File: src/rtl/mixer_pkg.sv
// Shared types and helpers for the stereo voice mixer: FSM state encoding,
// default unity gain and the signed saturation function.
package mixer_pkg;

  typedef enum logic {
    INIT,
    RUN
  } mix_state_t;

  localparam int DEF_GAIN_W = 9;
  localparam int UNITY_GAIN = 1 << (DEF_GAIN_W - 1);

  // Clamp a signed value to the range of a w-bit signed number.
  function automatic logic signed [63:0] sat(input logic signed [63:0] x, input int w);
    logic signed [63:0] hi;
    logic signed [63:0] lo;
    hi = (64'sd1 <<< (w - 1)) - 64'sd1;
    lo = -(64'sd1 <<< (w - 1));
    if (x > hi) return hi;
    if (x < lo) return lo;
    return x;
  endfunction

endpackage

File: src/rtl/voice_gain_ram.sv
// Per-voice {left,right} gain table: one write port, one registered read port.
// A read and write of the same address in one cycle returns the old contents.
module voice_gain_ram #(
  parameter int DEPTH = 256,
  parameter int WIDTH = 18,
  localparam int AW = $clog2(DEPTH)
) (
  input  logic             i_clk,
  input  logic             we,
  input  logic [AW-1:0]    waddr,
  input  logic [WIDTH-1:0] wdata,
  input  logic [AW-1:0]    raddr,
  output logic [WIDTH-1:0] rdata
);

  logic [WIDTH-1:0] mem [DEPTH];

  // NOTE: the array has no reset so it maps onto block RAM; the INIT state fills it.
  always_ff @(posedge i_clk) begin
    if (we) mem[waddr] <= wdata;
    rdata <= mem[raddr];
  end

endmodule

File: src/rtl/voice_mixer.sv
// Stereo voice mixer: per-voice L/R gain, frame accumulation and saturated output.
// Three-stage pipeline (table read, gain multiply, accumulate/saturate).
module voice_mixer
  import mixer_pkg::*;
#(
  parameter int N_VOICES = 256,
  parameter int SAMPLE_W = 16,
  parameter int GAIN_W   = DEF_GAIN_W,
  parameter int OUT_W    = 24,
  localparam int VI_W    = $clog2(N_VOICES),
  localparam int ACC_W   = SAMPLE_W + 1 + VI_W
) (
  input  logic                       i_clk,
  input  logic                       i_reset,
  input  logic                       i_valid,
  input  logic [VI_W-1:0]            i_voice_index,
  input  logic signed [SAMPLE_W-1:0] i_sample,
  input  logic                       i_last,
  input  logic                       i_cfg_we,
  input  logic [VI_W-1:0]            i_cfg_voice,
  input  logic [GAIN_W-1:0]          i_cfg_gain_l,
  input  logic [GAIN_W-1:0]          i_cfg_gain_r,
  input  logic                       i_clr_flags,
  output logic                       o_busy,
  output logic                       o_valid,
  output logic signed [OUT_W-1:0]    o_left,
  output logic signed [OUT_W-1:0]    o_right,
  output logic                       o_clip,
  output logic                       o_seq_err
);

  localparam logic [GAIN_W-1:0] UNITY = {1'b1, {(GAIN_W - 1){1'b0}}};
  localparam int PROD_W = SAMPLE_W + GAIN_W + 1;
  localparam int P_W    = SAMPLE_W + 2;

  mix_state_t       state;
  logic [VI_W-1:0]  init_idx;
  logic [VI_W-1:0]  exp_idx;
  logic             accept;
  logic             seq_evt;

  logic               ram_we;
  logic [VI_W-1:0]    ram_waddr;
  logic [2*GAIN_W-1:0] ram_wdata;
  logic [2*GAIN_W-1:0] gain_rd;

  logic                       s1_valid, s1_last;
  logic signed [SAMPLE_W-1:0] s1_sample;
  logic                       s2_valid, s2_last;
  logic signed [P_W-1:0]      s2_pl, s2_pr;
  logic signed [ACC_W-1:0]    acc_l, acc_r;

  logic signed [PROD_W-1:0] prod_l, prod_r;
  logic signed [63:0]       sum_l, sum_r, acc_nl, acc_nr, out_nl, out_nr;
  logic                     clip_evt;

  assign accept  = i_valid && (state == RUN);
  assign seq_evt = accept && (i_voice_index != exp_idx);

  // INIT owns the write port; afterwards it belongs to the SPI configuration path.
  always_comb begin
    ram_we    = 1'b0;
    ram_waddr = i_cfg_voice;
    ram_wdata = {i_cfg_gain_l, i_cfg_gain_r};
    if (state == INIT) begin
      ram_we    = 1'b1;
      ram_waddr = init_idx;
      ram_wdata = {UNITY, UNITY};
    end else if (i_cfg_we) begin
      ram_we = 1'b1;
    end
  end

  voice_gain_ram #(
    .DEPTH (N_VOICES),
    .WIDTH (2 * GAIN_W)
  ) u_gain_ram (
    .i_clk (i_clk),
    .we    (ram_we),
    .waddr (ram_waddr),
    .wdata (ram_wdata),
    .raddr (i_voice_index),
    .rdata (gain_rd)
  );

  // NOTE: state registers use <= so every flop samples pre-edge values.
  always_ff @(posedge i_clk or posedge i_reset) begin
    if (i_reset) begin
      state     <= INIT;
      init_idx  <= '0;
      o_busy    <= 1'b1;
      exp_idx   <= '0;
      o_seq_err <= 1'b0;
    end else begin
      case (state)
        INIT: begin
          init_idx <= init_idx + 1'b1;
          if (init_idx == VI_W'(N_VOICES - 1)) begin
            state  <= RUN;
            o_busy <= 1'b0;
          end
        end
        RUN: begin
          if (accept) exp_idx <= i_last ? '0 : exp_idx + 1'b1;
        end
        default: state <= INIT;
      endcase
      o_seq_err <= (o_seq_err && !i_clr_flags) || seq_evt;
    end
  end

  // NOTE: every always_comb output gets a default first so no latch is inferred.
  always_comb begin
    prod_l   = s1_sample * $signed({1'b0, gain_rd[2*GAIN_W-1:GAIN_W]});
    prod_r   = s1_sample * $signed({1'b0, gain_rd[GAIN_W-1:0]});
    sum_l    = 64'(acc_l) + 64'(s2_pl);
    sum_r    = 64'(acc_r) + 64'(s2_pr);
    acc_nl   = sat(sum_l, ACC_W);
    acc_nr   = sat(sum_r, ACC_W);
    out_nl   = sat(acc_nl, OUT_W);
    out_nr   = sat(acc_nr, OUT_W);
    clip_evt = s2_valid && ((acc_nl != sum_l) || (acc_nr != sum_r) ||
               (s2_last && ((out_nl != acc_nl) || (out_nr != acc_nr))));
  end

  always_ff @(posedge i_clk or posedge i_reset) begin
    if (i_reset) begin
      s1_valid  <= 1'b0;
      s1_last   <= 1'b0;
      s1_sample <= '0;
      s2_valid  <= 1'b0;
      s2_last   <= 1'b0;
      s2_pl     <= '0;
      s2_pr     <= '0;
      acc_l     <= '0;
      acc_r     <= '0;
      o_valid   <= 1'b0;
      o_left    <= '0;
      o_right   <= '0;
      o_clip    <= 1'b0;
    end else begin
      s1_valid  <= accept;
      s1_last   <= accept && i_last;
      s1_sample <= i_sample;

      // Dropping the low GAIN_W-1 product bits is the arithmetic Q1 shift.
      s2_valid <= s1_valid;
      s2_last  <= s1_last;
      s2_pl    <= prod_l[PROD_W-1:GAIN_W-1];
      s2_pr    <= prod_r[PROD_W-1:GAIN_W-1];

      o_valid <= 1'b0;
      if (s2_valid) begin
        if (s2_last) begin
          acc_l   <= '0;
          acc_r   <= '0;
          o_left  <= out_nl[OUT_W-1:0];
          o_right <= out_nr[OUT_W-1:0];
          o_valid <= 1'b1;
        end else begin
          acc_l <= acc_nl[ACC_W-1:0];
          acc_r <= acc_nr[ACC_W-1:0];
        end
      end
      o_clip <= (o_clip && !i_clr_flags) || clip_evt;
    end
  end

endmodule

File: config.mk
export PLATFORM = sky130hd
export DESIGN_NAME = voice_mixer
export DESIGN_NICKNAME = d
export VERILOG_FILES = /design/src/rtl/mixer_pkg.sv /design/src/rtl/voice_gain_ram.sv /design/src/rtl/voice_mixer.sv
export SDC_FILE = /design/constraint.sdc
export NUM_CORES = 2
export LEC_CHECK = 0
export CAP_MARGIN = 10
export CORE_UTILIZATION = 60
export DETAILED_ROUTE_END_ITERATION = 10
export HOLD_SLACK_MARGIN = 0.06
export PLACE_DENSITY = 0.76
export SLEW_MARGIN = 40
export SYNTH_ARGS = -nofsm -noshare
export SYNTH_HDL_FRONTEND = slang
export SYNTH_MEMORY_MAX_BITS = 65536
export SYNTH_SLANG_ARGS = --single-unit
File: constraint.sdc
create_clock -name i_clk -period 9.3 [get_ports i_clk]
set_input_delay 1.395 -clock i_clk [delete_from_list [all_inputs] [get_ports i_clk]]
set_output_delay 1.395 -clock i_clk [all_outputs]
set_load 0.1 [all_outputs]
==> flow_summary.ini <==
[outcome]
outcome = finished, violations left
violations = design-rule violations

[cts]
clock_latency_ps = 1000
clk_pin_slew_ps = 70
cts_tree = yes
numCtsBuffers = 451
postCtsSetupBuffers = 0
postCtsHoldBufs = 0
cts_buffer_depth = 4
htreeDepth = 5
cts-resized-gates = 0
cts-root-buf = clkbuf_16
clock-sinks = 4801

[timing]
slew_headroom = 0.2853
tightest_slew_ps = 1072
setup_viol = 0
layout_setup_ws_ps = 2992
clock.fmax_ghz = 0.1585
fin_tns_setup_ps = 0
drv_slew = 0
hold_ws_ps = 353.4
clock_skew_ps = 73.96
layout_min_cycle_time_ps = 6308
rsz0062_at_grt = no
min_period_over_period = 0.6783
hold_viol = 0

[synthesis]
synth_area_per_cell_sq_um = 21.99
async_flop_share = 0.03645
synth-seq-cells = 4801
postSynthCellCount = 8880
synth.net_count = 9342
ys_warn_count = 0
synth_edf_count = 4608
synthDistinctLibCells = 71
ys.flop_type = edfxtp_1
yosysSeqAreaShare = 0.7329
netlist_area_sq_mm = 0.1953

[detailed_routing]
wl_per_cell_um = 35.52
first_pass_iters = 9
antenna_left = 0
drt_wl_total_mm = 499.8
route.detailed.drc = 114
drt-initial-drc-count = 13600
vias = 96480
avgViaCountPerCell = 6.857

[die]
row_count = 209
fp.coreArea_sq_mm = 0.3240
die_area_sq_mm = 0.3277
start_util = 0.6027
fp.dieW_um = 572.5
io_pins = 108
die_h_um = 572.5

[placed_design]
gp_congestion = 0.8434
io_buffers = 107
dp_slack_ps = 3015
hpwlAfterDp_mm = 273.1

[critical_path]
startpoint_type = register
path_class = reg2reg
worstPathArrival_ps = 7150
worst_path_largest_cell_delay_ps = 810
worstPathMaxFanout = 16
crit_slowest_cell = dfxtp_1
critPathCaptureType = register
path_delay_family = adder cells
path_common_cell = fa_1
crit_buf_inv = 3
cp.required_ps = 10140
cp_cell_sequence = nand2_1, fa_1, inv_1, fa_1, inv_1, fa_1, inv_1, fa_1, fa_1, ha_1, and4_1, nor2b_1, a211o_1, a21oi_1, a21oi_1, or3_1, a31oi_1, o21bai_1, a21o_1, xnor2_1

[cells_and_area]
area_growth_pct = 12.03
fin_util = 0.6752
nNetsFinal = 9808
drive_above_1_share = 0.2908
fill_cells = 19000

[power]
p_int_w = 0.03621
netSwitchingPower_w = 0.01171
switching_share = 0.2444
power_frac_seq = 0.492
p_clk_frac = 0.380
power_density_mw_per_mm2 = 219.1
combPwrFrac = 0.128
ir_drop_mv = 0.2298
p_leak_nw = 57.91

[global_routing]
grt_overflow_total = 0
grt_pass1_vias = 98550
grt_pass1_wl_mm = 706.4
antenna_found_initial = 34
grt_usage = 0.3051
grt_max_degree = 209

[worst_hold_path]
hold_class = reg2reg

[job]
drv_cap = 0
-- cell usage in the layout, fill, tap and decap left out, types with 41 or more instances in the layout --
| cell type | netlist | routed |
|---|---|---|
| nand2_1 | 210 | 189 |
| dfrtp_1 | 174 | 173 |
| buf_2 | 101 | 52 |
| nor2_1 | 320 | 137 |
| o2bb2ai_1 | 45 | 45 |
| clkinv_1 | 1 | 120 |
| nor2_2 | 1 | 143 |
| a21o_1 | 43 | 43 |
| o21ai_0 | 92 | 90 |
| and2_1 | 208 | 192 |
| mux4_2 | 1530 | 1530 |
| clkbuf_16 | 0 | 457 |
| buf_4 | 1 | 281 |
| xnor2_1 | 80 | 79 |
| ha_1 | 162 | 162 |
| inv_1 | 299 | 298 |
| clkdlybuf4s50_1 | 0 | 48 |
| edfxtp_1 | 4608 | 4608 |
| nor2_4 | 0 | 41 |
| a21oi_1 | 108 | 106 |
| buf_12 | 0 | 42 |
| fa_1 | 244 | 244 |
| clkinv_2 | 0 | 86 |
| clkbuf_1 | 299 | 77 |
-- cells in the mapped netlist (all sizes together), types with 43 or more instances --
cell / n / area (sq um)
and2: 209 / 1308
clkbuf: 299 / 1122
a21oi: 108 / 540.5
xnor2: 80 / 700.7
fa: 244 / 4885
o21ai: 93 / 465.4
nand2: 210 / 788.3
inv: 299 / 1122
edfxtp: 4608 / 138400
mux4: 1530 / 34460
a21o: 43 / 322.8
dfrtp: 174 / 4354
o2bb2ai: 45 / 394.1
nor2: 321 / 1207
buf: 152 / 715.7
ha: 162 / 2027
-- flip-flops by register name (all words and copies together), names as in the netlist --
name	count
acc_l	25
acc_r	25
exp_idx	8
init_idx	8
o_busy	1
o_clip	1
o_left	24
o_right	24
o_seq_err	1
o_valid	1
s1_last	1
s1_sample	16
s1_valid	1
s2_last	1
s2_pl	18
s2_pr	18
s2_valid	1
state	1
u_gain_ram.mem	4608
u_gain_ram.rdata	18
-- logic make-up (layout without fill, tap and decap cells) --
| family | Yosys count | after routing | share of synthesized area |
|---|---|---|---|
| multiplexers | 1536 | 1536 | 0.1768 |
| other | 0 | 19 | 0 |
| AND/OR/NAND/NOR | 852 | 852 | 0.02029 |
| XOR/XNOR | 106 | 106 | 0.004755 |
| buffers and inverters | 751 | 1598 | 0.01518 |
| flip-flops | 4801 | 4801 | 0.7329 |
| AO/OA/AOI/OAI | 425 | 425 | 0.01448 |
| adder cells (fa/ha/maj) | 409 | 409 | 0.03555 |
-- power groups by stage --
| stage | Clock (W) | Sequential [W] | Combinational [W] |
|---|---|---|---|
| after floorplan | 0 | 0.0240 | 0.00459 |
| after global placement | 0 | 0.0241 | 0.00602 |
| after detailed placement | 0 | 0.0241 | 0.00614 |
| after CTS | 0.0183 | 0.0236 | 0.00618 |
| after global routing | 0.0191 | 0.0236 | 0.00686 |
| final | 0.0182 | 0.0236 | 0.00614 |
-- layout make-up --
| cell class | count | area (sq um) | area share |
|---|---|---|---|
| sequential | 4801 | 143100 | 0.6542 |
| multi-input combinational | 3328 | 50000 | 0.2286 |
| antenna | 19 | 47.55 | 0.0002173 |
| inverter | 300 | 1139 | 0.005205 |
| clock buffer | 544 | 11860 | 0.05423 |
| clock inverter | 290 | 2550 | 0.01166 |
| tap | 4325 | 5411 | 0.02474 |
| timing repair buffer | 464 | 4628 | 0.02116 |
-- path summary, 6_finish.rpt --
| check | from | end | slack [ps] | cells after the start |
|---|---|---|---|---|
| max | u_gain_ram.rdata[10]$_DFF_P_ | s2_pl[17]$_DFF_PP0_ | 2990 | 20 |
| min | s1_last$_DFF_PP0_ | s2_last$_DFF_PP0_ | 350 | 0 |
| max reg2reg | u_gain_ram.rdata[10]$_DFF_P_ | s2_pl[17]$_DFF_PP0_ | 2990 | 20 |
| min reg2reg | s1_last$_DFF_PP0_ | s2_last$_DFF_PP0_ | 350 | 0 |
| max in group asynchronous | i_reset | state$_DFF_PP0_ | 7160 | 3 |
| min in group asynchronous | i_reset | exp_idx[3]$_DFFE_PP0P_ | 970 | 2 |
-- per-stage QoR --
stage               instance area (sq um)  power [W]  std cells
CTS                                218100    0.04805      14030
detailed placement                 203700    0.03020      13200
global placement                   203300    0.03007      13180
finish                             218800    0.04793      14070
global route                       218700    0.04951      14060
floorplan                          195300    0.02860       8880
-- per-layer routing --
metal	vias to the layer above	share of wire	track usage
met2	6624	0.49	0.4899
li1	37600	-	-
met4	28	0.047	0.1319
met3	1117	0.10	0.06118
met1	51120	0.36	0.4136
met5	-	0.00039	0
Power figures use the tool's default switching activity.
